<file path="src/rtl/serial_addsub_engine.sv">
// Digit-serial adder/subtractor: computes a + (mode ? ~b : b) + cin over N/D
// clock cycles, D bits per cycle, with registered sum/carry/overflow outputs.
module serial_addsub_engine #(
    parameter int N = 16,
    parameter int D = 1
) (
    input  logic         clk,
    input  logic         rst,
    input  logic         start,
    input  logic         mode,
    input  logic [N-1:0] a,
    input  logic [N-1:0] b,
    input  logic         cin,
    output logic         busy,
    output logic         done,
    output logic [N-1:0] sum,
    output logic         cout,
    output logic         ovf
);

    localparam int DIGITS = N / D;
    localparam int CW     = (DIGITS > 1) ? $clog2(DIGITS) : 1;
    localparam logic [CW-1:0] LAST = CW'(DIGITS - 1);

    typedef enum logic {
        IDLE = 1'b0,
        RUN  = 1'b1
    } state_t;

    state_t         state_q;
    logic [N-1:0]   a_sh_q;
    logic [N-1:0]   b_sh_q;
    logic [N-1:0]   sum_sh_q;
    logic           carry_q;
    logic [CW-1:0]  cnt_q;
    logic           a_msb_q;
    logic           bp_msb_q;
    logic           busy_q;
    logic           done_q;
    logic [N-1:0]   sum_q;
    logic           cout_q;
    logic           ovf_q;

    logic [N-1:0]   b_eff;
    logic [D:0]     digit_sum_d;
    logic [N-1:0]   sum_sh_d;

    // NOTE: every signal written here gets an unconditional value, so no latch can be inferred.
    always_comb begin
        b_eff       = mode ? ~b : b;
        digit_sum_d = {1'b0, a_sh_q[D-1:0]} + {1'b0, b_sh_q[D-1:0]} + (D+1)'(carry_q);
        // New digit enters at the MSB end; after N/D digits the LSB digit sits at bit 0.
        sum_sh_d    = (sum_sh_q >> D) | (N'(digit_sum_d[D-1:0]) << (N - D));
    end

    // NOTE: state is updated only with non-blocking assignments so every register samples pre-edge values.
    always_ff @(posedge clk) begin
        if (rst) begin
            state_q  <= IDLE;
            a_sh_q   <= '0;
            b_sh_q   <= '0;
            sum_sh_q <= '0;
            carry_q  <= 1'b0;
            cnt_q    <= '0;
            a_msb_q  <= 1'b0;
            bp_msb_q <= 1'b0;
            busy_q   <= 1'b0;
            done_q   <= 1'b0;
            sum_q    <= '0;
            cout_q   <= 1'b0;
            ovf_q    <= 1'b0;
        end else begin
            case (state_q)
                IDLE: begin
                    done_q <= 1'b0;
                    if (start) begin
                        a_sh_q   <= a;
                        b_sh_q   <= b_eff;
                        a_msb_q  <= a[N-1];
                        bp_msb_q <= b_eff[N-1];
                        carry_q  <= cin;
                        cnt_q    <= '0;
                        busy_q   <= 1'b1;
                        state_q  <= RUN;
                    end
                end
                RUN: begin
                    a_sh_q   <= a_sh_q >> D;
                    b_sh_q   <= b_sh_q >> D;
                    sum_sh_q <= sum_sh_d;
                    carry_q  <= digit_sum_d[D];
                    cnt_q    <= cnt_q + 1'b1;
                    if (cnt_q == LAST) begin
                        sum_q   <= sum_sh_d;
                        cout_q  <= digit_sum_d[D];
                        ovf_q   <= (a_msb_q == bp_msb_q) && (sum_sh_d[N-1] != a_msb_q);
                        done_q  <= 1'b1;
                        busy_q  <= 1'b0;
                        cnt_q   <= '0;
                        state_q <= IDLE;
                    end
                end
                default: state_q <= IDLE;
            endcase
        end
    end

    assign busy = busy_q;
    assign done = done_q;
    assign sum  = sum_q;
    assign cout = cout_q;
    assign ovf  = ovf_q;

endmodule

</file>
<file path="config.mk">
export PLATFORM = sky130hd
export DESIGN_NAME = serial_addsub_engine
export DESIGN_NICKNAME = d
export VERILOG_FILES = /design/src/rtl/serial_addsub_engine.sv
export SDC_FILE = /design/constraint.sdc
export NUM_CORES = 1
export LEC_CHECK = 0
export CAP_MARGIN = 20
export CORE_MARGIN = 8
export CORE_UTILIZATION = 45
export DETAILED_ROUTE_END_ITERATION = 10
export DONT_BUFFER_PORTS = 1
export GPL_ROUTABILITY_DRIVEN = 0
export RECOVER_POWER = 100
export SKIP_LAST_GASP = 1
export SYNTH_ARGS = -nofsm -noshare
export SYNTH_HDL_FRONTEND = slang
export SYNTH_SLANG_ARGS = --single-unit
</file>
<file path="constraint.sdc">
create_clock -name clk -period 3.48 [get_ports clk]
set_input_delay 0.522 -clock clk [delete_from_list [all_inputs] [get_ports clk]]
set_output_delay 0.522 -clock clk [all_outputs]
set_load 0.02 [all_outputs]
</file>
* After elaboration in Yosys (flattened, before gate mapping)
Cells that the tools add are included.
** Operators by class
- Bitwise logic cells :: 3
- Muxes and demuxes :: 18
- $mul :: 0
- $add $sub $neg :: 3
- Reductions and logical operators :: 4
- Div/mod/pow operators :: 0
- Eq/ne operators :: 5
- Order comparisons :: 0
- Shift-type cells :: 0
** Operator list (number)
- 16-bit case mux with 2 select lines :: 2
- 16-bit 2-to-1 mux :: 3
- 16-bit NOT :: 1
- 15-bit by 16-bit OR with 16-bit output :: 1
- 4-bit 2-to-1 mux :: 2
- 1-bit case mux with 2 select lines :: 4
- 4-bit case mux with 2 select lines :: 1
- 1-bit 2-to-1 mux :: 6
- 2-bit AND reduction :: 3
- 4-bit by 1-bit adder with 4-bit output, second input constant :: 1
- 4-bit equality test, second input constant :: 1
- 1-bit by 1-bit adder with 2-bit output :: 1
- 2-bit by 1-bit adder with 2-bit output :: 1
- 2-bit by 1-bit != test with 1-bit output, second input constant :: 1
- 2-bit != test, second input constant :: 1
- 1-bit equality test :: 1
- 1-bit logical AND :: 1
- 1-bit != test :: 1
- 1-bit NOT :: 1
** Storage, ports and cells
- ROM bits :: 0
- RAM bits :: 0
- Output and inout bits :: 20
- Bits in latches :: 0
- Logic and storage cells :: 46
- Bits in registers :: 76
- Memories :: 0

* Logic depth before layout (Yosys ltp)
Gate-level depths: netlist (run 1).
- Depth after elaboration :: 5
- Depth in mapped cells :: 5

* Worst setup path before layout (run 1)
No wires, ideal clock.
- Path kind :: flip-flop to flip-flop
- Start :: reg a_sh_q[0]
- End :: reg ovf_q, in the netlist ovf
- Arrival time :: 1.541 ns
- Clock period less this slack :: 1.632 ns
- Slack :: 1.848 ns
- Cell stages (with the launch flop) :: 4
- Setup time :: 0.091 ns
- Buffers on the path :: 0
- Path through :: dfxtp_1 fa_1 or3b_2 a311oi_1
** On the way
- Longest elaborated chain between the ends :: 5
** RTL lines
- start, declared :: line 31 : logic [N-1:0] a_sh_q;
- start signal, assigned :: line 88 : a_sh_q <= a_sh_q >> D;
- 1-bit by 1-bit adder with 2-bit output :: line 51 : digit_sum_d = {1'b0, a_sh_q[D-1:0]} + {1'b0, b_sh_q[D-1:0]} + (D+1)'(carry_q);
- 2-bit by 1-bit adder with 2-bit output :: line 51
- net digit_sum_d[0] :: line 45 : logic [D:0] digit_sum_d;
- 15-bit by 16-bit OR with 16-bit output :: line 53 : sum_sh_d = (sum_sh_q >> D) | (N'(digit_sum_d[D-1:0]) << (N - D));
- 1-bit != test :: line 96 : ovf_q <= (a_msb_q == bp_msb_q) && (sum_sh_d[N-1] != a_msb_q);
- 1-bit logical AND :: line 96
- end signal, assigned :: line 96
- end, declared :: line 42 : logic ovf_q;
The timed path passes the listed nets, and every way through them passes these cells.
A chain may end at the register's enable or synchronous reset.

* Worst setup path after layout (run 1)
- Start :: reg state_q
- End :: reg a_msb_q
** On the way
- Longest elaborated chain between the ends :: 2
** RTL lines
- start, declared :: line 30 : state_t state_q;
- start signal, assigned :: line 59 : state_q <= IDLE;
- start signal, assigned :: line 84 : state_q <= RUN;
- start signal, assigned :: line 100 : state_q <= IDLE;
- 1-bit NOT
- 2-bit AND reduction (no source line)
- end signal, assigned :: line 79 : a_msb_q <= a[N-1];
- end, declared :: line 36 : logic a_msb_q;
Every way passes these cells.

==> results of run 1 <==
==> sequential cells by signal (all words and copies together), names as in the netlist, 4 cells and up <==
register  count
sum_sh_q     15
b_sh_q       16
sum          16
a_sh_q       16
cnt_q         4
==> synthesized netlist by cell type, types with 2 or more instances <==
| master | number | area, µm² |
|---|---|---|
| nor3b_1 | 4 | 30.0 |
| xnor2_1 | 16 | 140 |
| a21oi_1 | 37 | 185 |
| buf_6 | 3 | 33.8 |
| clkbuf_1 | 11 | 41.3 |
| a31oi_1 | 2 | 12.5 |
| dfxtp_1 | 75 | 1500 |
| nor2_1 | 55 | 206 |
| buf_2 | 8 | 40.0 |
| buf_4 | 5 | 37.5 |
| inv_1 | 2 | 7.51 |
| a211o_1 | 15 | 131 |
| nand2_1 | 49 | 184 |
| mux2i_1 | 33 | 330 |
| a311oi_1 | 2 | 17.5 |
| mux2_2 | 16 | 180 |
| nor3_1 | 3 | 15.0 |
==> cells by family (layout without fill, tap and decap cells) <==
group	after synthesis	count (layout)	share of synthesized area [%]
and+or+nand+nor	117	117	15.0
DFF	75	75	46.5
AOI/OAI and AO/OA	59	59	11.6
muxes	49	49	15.8
buffers and inverters	30	19	5.58
xor gates and xnor gates	17	17	4.61
adders and majority gates	2	2	1.01
==> worst reg2reg max path, delay by kind of cell (launching register included) <==
| family | cells | cell delay (ns) |
|---|---|---|
| buf+inv | 1 | 0.69 |
| simple gates | 2 | 0.37 |
| mux | 1 | 0.15 |
| flops | 1 | 0.86 |
==> metrics by stage <==
stage / hold WS (ns) / setup slack [ns] / instances / instance area [µm²]
4_1_cts: 0.221 / 1.66 / 437 / 3420
3_3_place_gp: 0.442 / 1.75 / 421 / 3190
3_5_place_dp: 0.447 / 1.68 / 421 / 3190
2_1_floorplan: 0.431 / 1.85 / 349 / 3230
5_1_grt: 0.212 / 1.07 / 437 / 3420
6_report: 0.244 / 1.31 / 437 / 3420
==> cell type report <==
cell class / count / share of cell area (%)
sequential: 75 / 44.0
clock inverter: 7 / 3.00
clock buffer: 9 / 3.63
timing repair buffer: 1 / 0.220
multi-input combinational: 244 / 45.3
tap: 99 / 3.63
inverter: 2 / 0.220
==> power breakdown <==
group / switching [mW] / internal, mW / total [mW] / leakage [nW]
registers: 0.0261 / 0.892 / 0.918 / 0.612
logic: 0.0537 / 0.0802 / 0.134 / 0.550
clock network: 0.333 / 0.408 / 0.741 / 0.110
==> worst paths after layout <==
check | startpoint | end | slack [ns]
worst max-delay path | state_q$_SDFF_PP0_ | a_msb_q$_SDFFE_PP0P_ | 1.31
worst max register to register | state_q$_SDFF_PP0_ | a_msb_q$_SDFFE_PP0P_ | 1.31
worst min register to register | b_sh_q[15]$_SDFFE_PP0P_ | b_sh_q[14]$_SDFFE_PP0P_ | 0.45
worst min-delay path | rst | b_sh_q[8]$_SDFFE_PP0P_ | 0.24
==> routing by layer <==
| layer | vias to the layer above | share of wire [%] | global-route usage [%] |
|---|---|---|---|
| met5 | - | 0 | 0 |
| met4 | 0 | 1.1 | 4.19 |
| met3 | 8 | 7.5 | 6.63 |
| met2 | 36 | 46 | 20.0 |
| met1 | 1025 | 45 | 14.4 |
| li1 | 1143 | - | - |
==> impl_metrics.py, run 1 <==
metrics = {
    "grt": {
        "gr-total-overflow": 0,
        "grt_first_pass_wirelength_mm": 10.2,
        "antenna_found_initial": 0,
        "grt_pass1_vias": 2169,
        "grt_max_degree": 76,
        "grtUsageTotal_pct": 12.7,
    },
    "finish": {
        "fillers": 692,
        "drive_above_1_share_pct": 10.4,
        "final_common_cell": "dfxtp_1",
        "seq_area_um2": 1500,
        "final_cell_mix": "dfxtp_1 (75), nor2_1 (55), nand2_1 (49)",
        "finalNetCount": 372,
        "fin_util_pct": 48.1,
        "syn2layout_area_growth_pct": 5.73,
        "antenna_cells": 0,
        "multi_input_area_um2": 1550,
    },
    "yosys": {
        "synthesis.nets": 388,
        "synth_cell_type_count": 30,
        "yosys_register_bits": 75,
        "yosys_most_used_dff": "dfxtp_1",
        "syn_inst": 349,
        "synth-async-reset-ratio_pct": 0,
        "synth_edf_count": 0,
        "avgSynthCellArea_um2": 9.26,
        "mappedNetlistArea_um2": 3230,
        "yosysSeqAreaShare_pct": 46.5,
        "ys_warn_count": 0,
    },
    "floorplan": {
        "coreArea_um2": 7100,
        "start_util_pct": 45.5,
        "dieHeight_um": 101,
        "std_cell_rows": 31,
        "top_level_ports": 57,
        "dieArea_um2": 10100,
        "die_x_um": 101,
    },
    "critical_path": {
        "cp_top_family": "flip-flops",
        "cp_cell_sequence": "buf_4 > and2b_1 > mux2i_1 > nor2_1",
        "cp_slowest_cell": "dfxtp_1",
        "cp_data_arrival_time_ns": 2.41,
        "timing.critical_path.fanout_max": 60,
        "path_depth": 4,
        "endpoint_kind": "flop",
        "r2r_cells": 4,
        "crit_required_ns": 3.72,
        "start_kind": "flop",
        "critPathKind": "reg2reg",
        "critPathMaxStageDelay_ns": 0.86,
        "critPathBufInv": 1,
    },
    "routing": {
        "drt-total-wl_mm": 6.12,
        "drtAntennaViolNets": 0,
        "drt_first_pass_iters": 4,
        "drt_iter0_markers": 148,
        "drc": 0,
        "wl_per_cell_um": 14.0,
        "dr_total_vias": 2212,
        "viasPerCell": 5.06,
    },
    "cts": {
        "clock_sinks": 75,
        "cts_tree": "built",
        "clock_latency_ns": 0.35,
        "clk_pin_slew_ns": 0.09,
        "postCtsSetupBuffers": 0,
        "clockBufferDepth": 2,
        "clock-root-buffer": "clkbuf_8",
        "htree_levels": 3,
        "post_cts_resized": 0,
        "cts_hold_buf": 0,
        "cts_buffers": 9,
    },
    "sta": {
        "hold_viol": 0,
        "finalCritPeriodShare_pct": 62.5,
        "fmax_mhz": 460,
        "rsz0062_at_grt": "no",
        "fin_skew_ns": 0.00972,
        "worst_slew_pin_slew_ns": 0.821,
        "finalCriticalPeriod_ns": 2.17,
        "drv_slew": 0,
        "setup_viol_count_final": 0,
        "fin_tns_setup_ns": 0,
        "slew_headroom_pct": 45.2,
    },
    "min_path": {
        "hold_depth": 1,
        "hold_class": "in2reg",
    },
    "power": {
        "p_total_mw": 1.79,
        "power_density_nw_per_um2": 525,
        "power.leakage_nw": 1.27,
        "peakVddDrop_v": 0.000359,
    },
    "status": {
        "status": "completed",
    },
    "placement": {
        "hpwl_mm": 3.89,
        "portBuffers": 0,
    },
    "job": {
        "cap_violations": 0,
    },
}
No activity file was read; power rests on OpenSTA's default activity.
==> inputs of run 2 (changes only) <==
==> constraint.sdc (replaced) <==
create_clock -name clk -period 2.2 [get_ports clk]
set_input_delay 0.33 -clock clk [delete_from_list [all_inputs] [get_ports clk]]
set_output_delay 0.33 -clock clk [all_outputs]
set_load 0.02 [all_outputs]
==> run 2 against run 1 <==
Effect of this change: sequential cell count did not move; core utilization fell by 0.30 points; combinational power grew 60%; clock skew about the same; die area did not move; fmax rose by 29%; largest cell class unchanged; largest power group unchanged; highest routed layer is now met5.
==> impl_metrics.py, run 2 (synthesized netlist as in run 1, its figures left out) <==
metrics = {
    "cts": {
        "clock_latency_ns": 0.34,
        "clockBufferDepth": 2,
        "clock-root-buffer": "clkbuf_8",
        "postCtsSetupBuffers": 0,
        "post_cts_resized": 0,
        "cts_tree": "built",
        "cts_buffers": 9,
        "clock_sinks": 75,
        "clk_pin_slew_ns": 0.08,
        "htree_levels": 3,
        "cts_hold_buf": 0,
    },
    "finish": {
        "fin_util_pct": 47.8,
        "final_common_cell": "dfxtp_1",
        "finalNetCount": 375,
        "syn2layout_area_growth_pct": 5.07,
        "seq_area_um2": 1510,
        "final_cell_mix": "dfxtp_1 (74), nor2_1 (55), nand2_1 (49)",
        "antenna_cells": 0,
        "drive_above_1_share_pct": 11.4,
        "fillers": 687,
        "multi_input_area_um2": 1550,
    },
    "floorplan": {
        "die_x_um": 101,
        "dieArea_um2": 10100,
        "coreArea_um2": 7100,
        "top_level_ports": 57,
        "start_util_pct": 45.5,
        "dieHeight_um": 101,
        "std_cell_rows": 31,
    },
    "power": {
        "power.leakage_nw": 1.27,
        "peakVddDrop_v": 0.000352,
        "power_density_nw_per_um2": 779,
    },
    "min_path": {
        "hold_class": "in2reg",
    },
    "routing": {
        "wl_per_cell_um": 13.8,
        "viasPerCell": 5.08,
        "dr_total_vias": 2237,
        "drc": 0,
        "drtAntennaViolNets": 0,
        "drt_iter0_markers": 119,
        "drt_first_pass_iters": 4,
        "drt-total-wl_mm": 6.07,
    },
    "critical_path": {
        "critPathBufInv": 0,
        "crit_required_ns": 2.46,
        "cp_data_arrival_time_ns": 1.95,
        "endpoint_kind": "flop",
        "cp_top_family": "adder cells",
        "timing.critical_path.fanout_max": 4,
        "critPathMaxStageDelay_ns": 0.59,
        "cp_slowest_cell": "fa_1",
        "start_kind": "flop",
        "cp_cell_sequence": "fa_1 > or3b_2 > a311oi_1",
        "critPathKind": "reg2reg",
    },
    "job": {
        "cap_violations": 0,
    },
    "placement": {
        "portBuffers": 0,
        "hpwl_mm": 3.87,
        "dp_slack_ns": 0.515,
    },
    "sta": {
        "finalCriticalPeriod_ns": 1.69,
        "fin_ws_ns": 0.509,
        "setup_viol_count_final": 0,
        "finalCritPeriodShare_pct": 76.9,
        "fin_skew_ns": 0.00974,
        "fmax_mhz": 591,
        "hold_viol": 0,
        "slew_headroom_pct": 43.1,
        "rsz0062_at_grt": "no",
        "worst_slew_pin_slew_ns": 0.853,
        "fin_tns_setup_ns": 0,
        "drv_slew": 0,
    },
    "status": {
        "status": "completed",
    },
    "grt": {
        "grt_max_degree": 76,
        "grt_pass1_vias": 2089,
        "grtUsageTotal_pct": 12.7,
        "antenna_found_initial": 1,
        "gr-total-overflow": 0,
        "grt_first_pass_wirelength_mm": 10.1,
    },
}
run 2: changes by cell type in the layout (fill, tap and decap cells not counted), sizes merged:
cell / previous run / this run
buf: 1 / 3
bufinv: 2 / 0
clkbuf: 9 / 10
clkinv: 4 / 2
clkinvlp: 1 / 0
inv: 2 / 7
run 2: area by class of cell:
| class | instances | area share (%) |
|---|---|---|
| clock inverter | 7 | 1.70 |
| multi-input combinational | 244 | 45.6 |
| clock buffer | 9 | 3.65 |
| tap | 99 | 3.65 |
| timing repair buffer | 4 | 0.811 |
| inverter | 2 | 0.221 |
| sequential | 75 | 44.3 |
run 2: per-stage QoR:
step           std cells  hold slack (ns)  total power, mW  instance area [µm²]
6_report             440           0.0517             2.65                 3390
5_1_grt              440           0.0213             2.79                 3390
3_5_place_dp         424            0.409             1.70                 3220
2_1_floorplan        349            0.406             1.72                 3230
3_3_place_gp         424            0.405             1.69                 3220
4_1_cts              440           0.0324             2.70                 3400
run 2: worst paths after layout:
path,cells past startpoint,slack (ns),endpoint,from
max reg2reg,3,0.51,ovf$_SDFFE_PP0P_,a_sh_q[0]$_SDFFE_PP0P_
min reg2reg,2,0.45,sum[0]$_SDFFE_PP0P_,sum_sh_q[1]$_SDFFE_PP0P_
max,3,0.51,ovf$_SDFFE_PP0P_,a_sh_q[0]$_SDFFE_PP0P_
min,1,0.05,b_sh_q[8]$_SDFFE_PP0P_,rst
run 2: power by group:
| part | switching [mW] | leakage [nW] | internal (mW) |
|---|---|---|---|
| logic | 0.0876 | 0.563 | 0.127 |
| clock network | 0.549 | 0.0968 | 0.430 |
| registers | 0.0403 | 0.612 | 1.41 |
| total | 0.677 | 1.27 | 1.97 |
run 2: routing by layer:
metal / global-route usage, % / wire length [µm]
met1: 14.9 / 2770
met2: 19.5 / 2820
met3: 5.94 / 419
met4: 4.88 / 55
met5: 0 / 8
run 2: worst register-to-register path, stage by stage, from the launching register on:
cell and delay (ns):
dfxtp_1 0.33, fa_1 0.59, or3b_2 0.45, a311oi_1 0.25
